[src/rtl/mdu_seq_ctrl_if.sv]
// rtl/mdu_seq_ctrl_if.sv - EX-stage to multiply/divide sequencer bus
interface mdu_seq_ctrl_if #(
  parameter int DATA_WIDTH = 32
);
  logic                  flush;
  logic                  start;
  logic [5:0]            funct;
  logic [DATA_WIDTH-1:0] operand_a;
  logic [DATA_WIDTH-1:0] operand_b;
  logic                  stall_req;
  logic                  busy;
  logic [DATA_WIDTH-1:0] hi;
  logic [DATA_WIDTH-1:0] lo;

  modport master (
    output flush, start, funct, operand_a, operand_b,
    input  stall_req, busy, hi, lo
  );

  modport slave (
    input  flush, start, funct, operand_a, operand_b,
    output stall_req, busy, hi, lo
  );
endinterface

[src/rtl/mdu_seq_ctrl.sv]
// rtl/mdu_seq_ctrl.sv - iterative MULT/MULTU/DIV/DIVU sequencer owning HI/LO
module mdu_seq_ctrl #(
  parameter int DATA_WIDTH = 32
) (
  input  logic          clk,
  input  logic          rst,
  mdu_seq_ctrl_if.slave bus
);
  localparam int DW = DATA_WIDTH;
  localparam int CW = $clog2(DATA_WIDTH);

  typedef enum logic [2:0] {
    S_IDLE,
    S_MUL,
    S_DIV,
    S_SIGN,
    S_DONE
  } state_t;

  state_t state, state_next;

  logic [CW-1:0]   cnt;
  logic [2*DW-1:0] acc;
  logic [DW-1:0]   mcand;
  logic            is_div;
  logic            neg_q;
  logic            neg_r;
  logic [DW-1:0]   hi_r;
  logic [DW-1:0]   lo_r;
  logic            busy_r;

  logic            is_md;
  logic            is_mthi;
  logic            is_mtlo;
  logic            op_signed;
  logic            last;
  logic [DW-1:0]   abs_a;
  logic [DW-1:0]   abs_b;
  logic [DW:0]     mul_sum;
  logic [DW:0]     div_shift;
  logic [DW:0]     div_trial;
  logic [2*DW-1:0] prod_fix;
  logic [DW-1:0]   quot_fix;
  logic [DW-1:0]   rem_fix;

  assign is_md     = (bus.funct[5:2] == 4'b0110);
  assign is_mthi   = (bus.funct == 6'h11);
  assign is_mtlo   = (bus.funct == 6'h13);
  assign op_signed = ~bus.funct[0];
  assign last      = (cnt == CW'(DATA_WIDTH - 1));

  assign abs_a = (op_signed && bus.operand_a[DW-1]) ? (~bus.operand_a + 1'b1) : bus.operand_a;
  assign abs_b = (op_signed && bus.operand_b[DW-1]) ? (~bus.operand_b + 1'b1) : bus.operand_b;

  // Multiply: add multiplicand into the upper half when the lsb is set, then shift right.
  assign mul_sum = {1'b0, acc[2*DW-1:DW]} + (acc[0] ? {1'b0, mcand} : {(DW+1){1'b0}});

  // Divide: upper half is the partial remainder, lower half shifts dividend out / quotient in.
  assign div_shift = acc[2*DW-1:DW-1];
  assign div_trial = div_shift - {1'b0, mcand};

  assign prod_fix = neg_q ? (~acc + 1'b1) : acc;
  assign quot_fix = neg_q ? (~acc[DW-1:0] + 1'b1) : acc[DW-1:0];
  assign rem_fix  = neg_r ? (~acc[2*DW-1:DW] + 1'b1) : acc[2*DW-1:DW];

  always_ff @(posedge clk) begin
    if (rst) begin
      state  <= S_IDLE;
      busy_r <= 1'b0;
    end else begin
      state  <= state_next;
      busy_r <= (state_next != S_IDLE);
    end
  end

  always_comb begin
    state_next = state;
    case (state)
      S_IDLE: if (bus.start && is_md) state_next = bus.funct[1] ? S_DIV : S_MUL;
      S_MUL:  if (last) state_next = S_SIGN;
      S_DIV:  if (last) state_next = S_SIGN;
      S_SIGN: state_next = S_DONE;
      S_DONE: state_next = S_IDLE;
      default: state_next = S_IDLE;
    endcase
    if (bus.flush) state_next = S_IDLE;
  end

  assign bus.stall_req = ~bus.flush &
                         (((state == S_IDLE) & bus.start & is_md) |
                          (state == S_MUL) | (state == S_DIV) | (state == S_SIGN));

  always_ff @(posedge clk) begin
    if (rst) begin
      cnt    <= '0;
      acc    <= '0;
      mcand  <= '0;
      is_div <= 1'b0;
      neg_q  <= 1'b0;
      neg_r  <= 1'b0;
      hi_r   <= '0;
      lo_r   <= '0;
    end else if (!bus.flush) begin
      case (state)
        S_IDLE: begin
          if (bus.start && is_md) begin
            cnt    <= '0;
            is_div <= bus.funct[1];
            if (bus.funct[1] && bus.operand_b == '0) begin
              // Divide by zero keeps the raw dividend so the remainder returns it untouched.
              acc   <= {{DW{1'b0}}, bus.operand_a};
              mcand <= '0;
              neg_q <= 1'b0;
              neg_r <= 1'b0;
            end else if (bus.funct[1]) begin
              acc   <= {{DW{1'b0}}, abs_a};
              mcand <= abs_b;
              neg_q <= op_signed & (bus.operand_a[DW-1] ^ bus.operand_b[DW-1]);
              neg_r <= op_signed & bus.operand_a[DW-1];
            end else begin
              acc   <= {{DW{1'b0}}, abs_b};
              mcand <= abs_a;
              neg_q <= op_signed & (bus.operand_a[DW-1] ^ bus.operand_b[DW-1]);
              neg_r <= 1'b0;
            end
          end else if (bus.start && is_mthi) begin
            hi_r <= bus.operand_a;
          end else if (bus.start && is_mtlo) begin
            lo_r <= bus.operand_a;
          end
        end
        S_MUL: begin
          acc <= {mul_sum, acc[DW-1:1]};
          cnt <= cnt + 1'b1;
        end
        S_DIV: begin
          if (div_trial[DW])
            acc <= {div_shift[DW-1:0], acc[DW-2:0], 1'b0};
          else
            acc <= {div_trial[DW-1:0], acc[DW-2:0], 1'b1};
          cnt <= cnt + 1'b1;
        end
        S_SIGN: begin
          if (is_div) begin
            hi_r <= rem_fix;
            lo_r <= quot_fix;
          end else begin
            hi_r <= prod_fix[2*DW-1:DW];
            lo_r <= prod_fix[DW-1:0];
          end
        end
        default: ;
      endcase
    end
  end

  assign bus.busy = busy_r;
  assign bus.hi   = hi_r;
  assign bus.lo   = lo_r;
endmodule

[src/flat_wrapper.sv]
// flat-port wrapper written by rule: the top's interface ports become plain ports
module mdu_seq_ctrl_flat 
#(
  parameter int DATA_WIDTH = 32
)
  (clk, rst, bus_flush, bus_start, bus_funct, bus_operand_a, bus_operand_b, bus_stall_req, bus_busy, bus_hi, bus_lo);
  mdu_seq_ctrl_if #(.DATA_WIDTH(DATA_WIDTH)) bus_i ();
  input  logic clk;
  input  logic rst;
  input wire logic [$bits(bus_i.flush)-1:0] bus_flush;
  input wire logic [$bits(bus_i.start)-1:0] bus_start;
  input wire logic [$bits(bus_i.funct)-1:0] bus_funct;
  input wire logic [$bits(bus_i.operand_a)-1:0] bus_operand_a;
  input wire logic [$bits(bus_i.operand_b)-1:0] bus_operand_b;
  output wire logic [$bits(bus_i.stall_req)-1:0] bus_stall_req;
  output wire logic [$bits(bus_i.busy)-1:0] bus_busy;
  output wire logic [$bits(bus_i.hi)-1:0] bus_hi;
  output wire logic [$bits(bus_i.lo)-1:0] bus_lo;
  assign bus_i.flush = bus_flush;
  assign bus_i.start = bus_start;
  assign bus_i.funct = bus_funct;
  assign bus_i.operand_a = bus_operand_a;
  assign bus_i.operand_b = bus_operand_b;
  assign bus_stall_req = bus_i.stall_req;
  assign bus_busy = bus_i.busy;
  assign bus_hi = bus_i.hi;
  assign bus_lo = bus_i.lo;
  mdu_seq_ctrl #(.DATA_WIDTH(DATA_WIDTH)) u_core (.clk(clk), .rst(rst), .bus(bus_i));
endmodule
[config.mk]
export PLATFORM = sky130hd
export DESIGN_NAME = mdu_seq_ctrl_flat
export DESIGN_NICKNAME = d
export VERILOG_FILES = /design/src/rtl/mdu_seq_ctrl_if.sv /design/src/rtl/mdu_seq_ctrl.sv /design/src/flat_wrapper.sv
export SDC_FILE = /design/constraint.sdc
export NUM_CORES = 1
export LEC_CHECK = 0
export CORE_ASPECT_RATIO = 1.25
export CORE_MARGIN = 4
export CORE_UTILIZATION = 61
export CTS_BUF_LIST = sky130_fd_sc_hd__clkbuf_4 sky130_fd_sc_hd__clkbuf_8
export DETAILED_ROUTE_END_ITERATION = 6
export GPL_ROUTABILITY_DRIVEN = 0
export PLACE_DENSITY = 0.84
export SYNTH_ARGS = -nofsm -noshare
export SYNTH_HDL_FRONTEND = slang
export SYNTH_SLANG_ARGS = --single-unit
[constraint.sdc]
create_clock -name clk -period 4.6 [get_ports clk]
set_input_delay 0.69 -clock clk [delete_from_list [all_inputs] [get_ports clk]]
set_output_delay 0.69 -clock clk [all_outputs]
set_load 0.02 [all_outputs]
==> results by group, run 1 <==
Outcome
  – Status: finished with violations
  – Failing checks: design-rule violations

Flow run
  – Max Cap Viol: 0

Floorplan
  – Initial Utilization: 62.6%
  – Die span in y: 186 um
  – Cell row count: 64
  – Die footprint: 28,000 um2
  – Num ports: 140
  – Core box area: 24,700 um2
  – Die X: 151 um

Global routing
  – First-pass GRT wire length: 90,400 um
  – Initial antenna violation count: 0
  – Vias in the first global route: 16.8k
  – GR peak layer: met2
  – Largest net degree at the start of global routing: 92
  – M2 GR Usage: 67.9%
  – Gr usage total: 41.2%
  – GR Util met1: 47.6%
  – Met3 Use GR: 7.85%
  – GR Overflow Total: 0

Yosys
  – Synth Net Count: 2,312
  – Synth Area per Inst: 7.16 um2
  – Post-Synthesis Cells: 2,166
  – Seq/Total Area, Yosys: 22.2%
  – Synthesis-stage register bit count: 172
  – Synth top area cells: dfxtp_1 22%, nor2_1 6.8%, a21oi_1 6.6%
  – Synth async-reset ratio: 0%
  – Number of flops mapped to enable cells by yosys: 0
  – Share of the synthesized area in the top cell type: 22.2%
  – Ys Warns: 0
  – Syn Std Cell Area: 15,500 um2
  – Top FF cell, synth: dfxtp_1
  – Synth area leader: dfxtp_1
  – Synth unique cells: 81

CTS
  – H-tree levels: 4
  – Root buffer cell: clkbuf_8
  – CTS Hold Buffers Added: 0
  – CTS buffer count: 17
  – Clock Tree Buf Depth: 2
  – Clock Pin Slew Worst Setup and Hold Paths: 100 ps
  – CTS tree: yes
  – Cts repair resizes: 0
  – Post-CTS Repair Setup Buffers: 0
  – Clock sinks: 172
  – Skew-Pair Late Insertion Delay: 510 ps

Final layout
  – Final nets: 2,356
  – Layout cells sized above 1: 6.12%
  – Filler cell count: 2,042
  – Area grow syn2layout: 12.5%
  – # diodes: 0
  – Reg area: 3440 um2
  – Design Area, Final: 17,400 um2
  – Area of the multi-input gates: 11,100 um2

STA
  – Slew @ Worst Pin: 1060 ps
  – Fin Hold WS: 459 ps
  – F_max: 240 MHz
  – Fin. max-slew vios: 0
  – Fin. Hold Viols: 0
  – Setup-failing EPs final: 0
  – Relative slew slack: 29.2%
  – Worst clock skew: 20.6 ps
  – Fin crit share: 90.6%
  – Tmin final: 4170 ps
  – Unrepaired setup endpoints after global routing: false
  – Setup TNS: 0 ps

Pwr
  – Lkg Pwr: 6.63 nW
  – PwrDens: 216 nW/um2
  – VDD IR max: 204 uV

Detailed routing
  – DR vias/cell: 7.01
  – Iteration count of the initial detailed-routing pass: 7
  – 1st-iter DRT viols: 2,364
  – Residual DRC: 15
  – Routed WL per cell: 23.2 um
  – Routed Antenna Nets: 0
  – Via count: 17.9k
  – Total Routed Length: 59,300 um

Critical path
  – WP data arrival: 4570 ps
  – Crit path kind: register to register
  – Setup crit start kind: register
  – Crit. End Element: register
  – Crit-path max FO: 12
  – CP required: 5010 ps

Placed design
  – Post-DP HPWL: 44,400 um
  – Dpl cell area: 17,000 um2
  – Port bufs: 139

Worst hold path
  – Worst min path class: register to register
[final timing paths]
kind                           from  cells past startpoint           endpoint  slack [ps]
hold / removal    u_core.bus.hi[13]                      2  u_core.bus.hi[13]         460
setup / recovery      u_core.acc[0]                     12     u_core.acc[61]         430
hold reg to reg   u_core.bus.hi[13]                      2  u_core.bus.hi[13]         460
setup reg to reg      u_core.acc[0]                     12     u_core.acc[61]         430
[cell usage in the layout, fill, tap and decap left out, types with 8 or more instances in the layout]
cell               n
nor2_1           281
a21oi_1          204
nand2_1          176
dfxtp_1          172
o21ai_0          147
clkdlybuf4s50_1  137
xnor2_1           91
xor2_1            81
nor3_1            75
inv_1             72
ha_1              70
a211oi_1          63
nand3_1           56
buf_4             49
a221oi_1          29
o211ai_1          29
mux2i_1           27
a31oi_1           26
o31ai_1           26
a21o_1            25
nand2b_1          22
or3_1             21
nor4_1            20
or4_1             19
o41ai_1           17
a221o_1           17
clkbuf_8          17
nand4_1           16
o21bai_1          12
a2111oi_0         12
and2_1            11
or2_2             11
o221ai_1          11
and3_1            10
nor2b_1           10
o22ai_1           10
o31a_1             8
o221a_2            8
[worst max-delay path, cell delays in order, from the launching register on]
cell and delay [ps]:
dfxtp_1 440, inv_1 530, nor2_1 150, ha_1 380, o21ai_0 120, a211oi_1 330
o21ai_0 240, o31ai_1 490, a41oi_1 450, o21ai_0 370, nand3_1 110, nor3b_1 150
o221a_2 280
[metrics by stage]
| step | util, % | power [mW] | instances | worst slack (ps) |
|---|---|---|---|---|
| 4_1_cts | 70.5 | 3.72 | 2552 | 560 |
| 2_1_floorplan | - | 2.22 | 2166 | 1310 |
| 5_1_grt | 70.5 | 3.87 | 2552 | 309 |
| 3_5_place_dp | 68.8 | 2.57 | 2521 | 597 |
| 6_report | 70.5 | 3.76 | 2552 | 434 |
| 3_3_place_gp | 68.8 | 2.55 | 2521 | 708 |
[flip-flops by register name, indices dropped and copies added (netlist names)]
name	cells
u_core.acc	64
u_core.bus.hi	32
u_core.bus.lo	32
u_core.mcand	32
u_core.cnt	5
u_core.state	3
u_core.bus.busy	1
u_core.is_div	1
u_core.neg_q	1
u_core.neg_r	1
[logic make-up after synthesis]
family	count (synthesis)	share of synthesized area [%]
fa+ha+maj	72	5.91
mux	34	2.25
buf+inv	237	6.28
flops	172	22.2
xor+xnor	172	9.72
compound gates	712	30.2
simple gates	767	23.4
[cell type report]
cell class	count	area share (%)
multi-input combinational	1757	63.7
sequential	172	19.7
timing repair buffer	189	10.2
tap	330	2.37
inverter	73	1.57
clock buffer	17	1.34
clock inverter	14	1.05
[routing by layer]
metal,routed length [um],share of wire (%),vias to the layer above
li1,-,-,8033
met2,27000,45,1293
met3,6530,11,393
met1,20000,34,8170
met4,5760,9.7,0
met5,0,0,-
[Yosys cell counts, types with 10 or more instances]
master and n:
a21oi_1 205, a21o_1 26, o221ai_1 11, nand3_1 56, a31oi_1 26, o211ai_1 29, o21bai_1 13, xor2_1 81
mux2i_1 27, or3_1 21, xnor2_1 91, nor4_1 20, or4_1 19, and3_1 10, ha_1 70, o22ai_1 10
clkbuf_1 139, dfxtp_1 172, a221oi_1 29, nor3_1 75, o21ai_0 147, nand2_1 176, a221o_1 17, nor2b_1 11
a211oi_1 63, a2111oi_0 12, nand4_1 16, o41ai_1 17, inv_1 72, o31ai_1 26, and2_1 11, nand2b_1 22
or2_2 11, nor2_1 281
[where the power goes]
| group | total, mW | internal (mW) | switching [mW] |
|---|---|---|---|
| clock network | 1.18 | 0.505 | 0.675 |
| registers | 1.53 | 1.50 | 0.0268 |
| logic | 1.05 | 0.409 | 0.641 |
| total | 3.76 | 2.42 | 1.34 |
Power figures use the tool's default switching activity.
==> inputs of run 2 (changes only) <==
Settings changed: SKIP_CTS_REPAIR_TIMING set to 1.
==> results of run 2 <==
No change in the layout: final DEF, timing and power equal those of run 1.
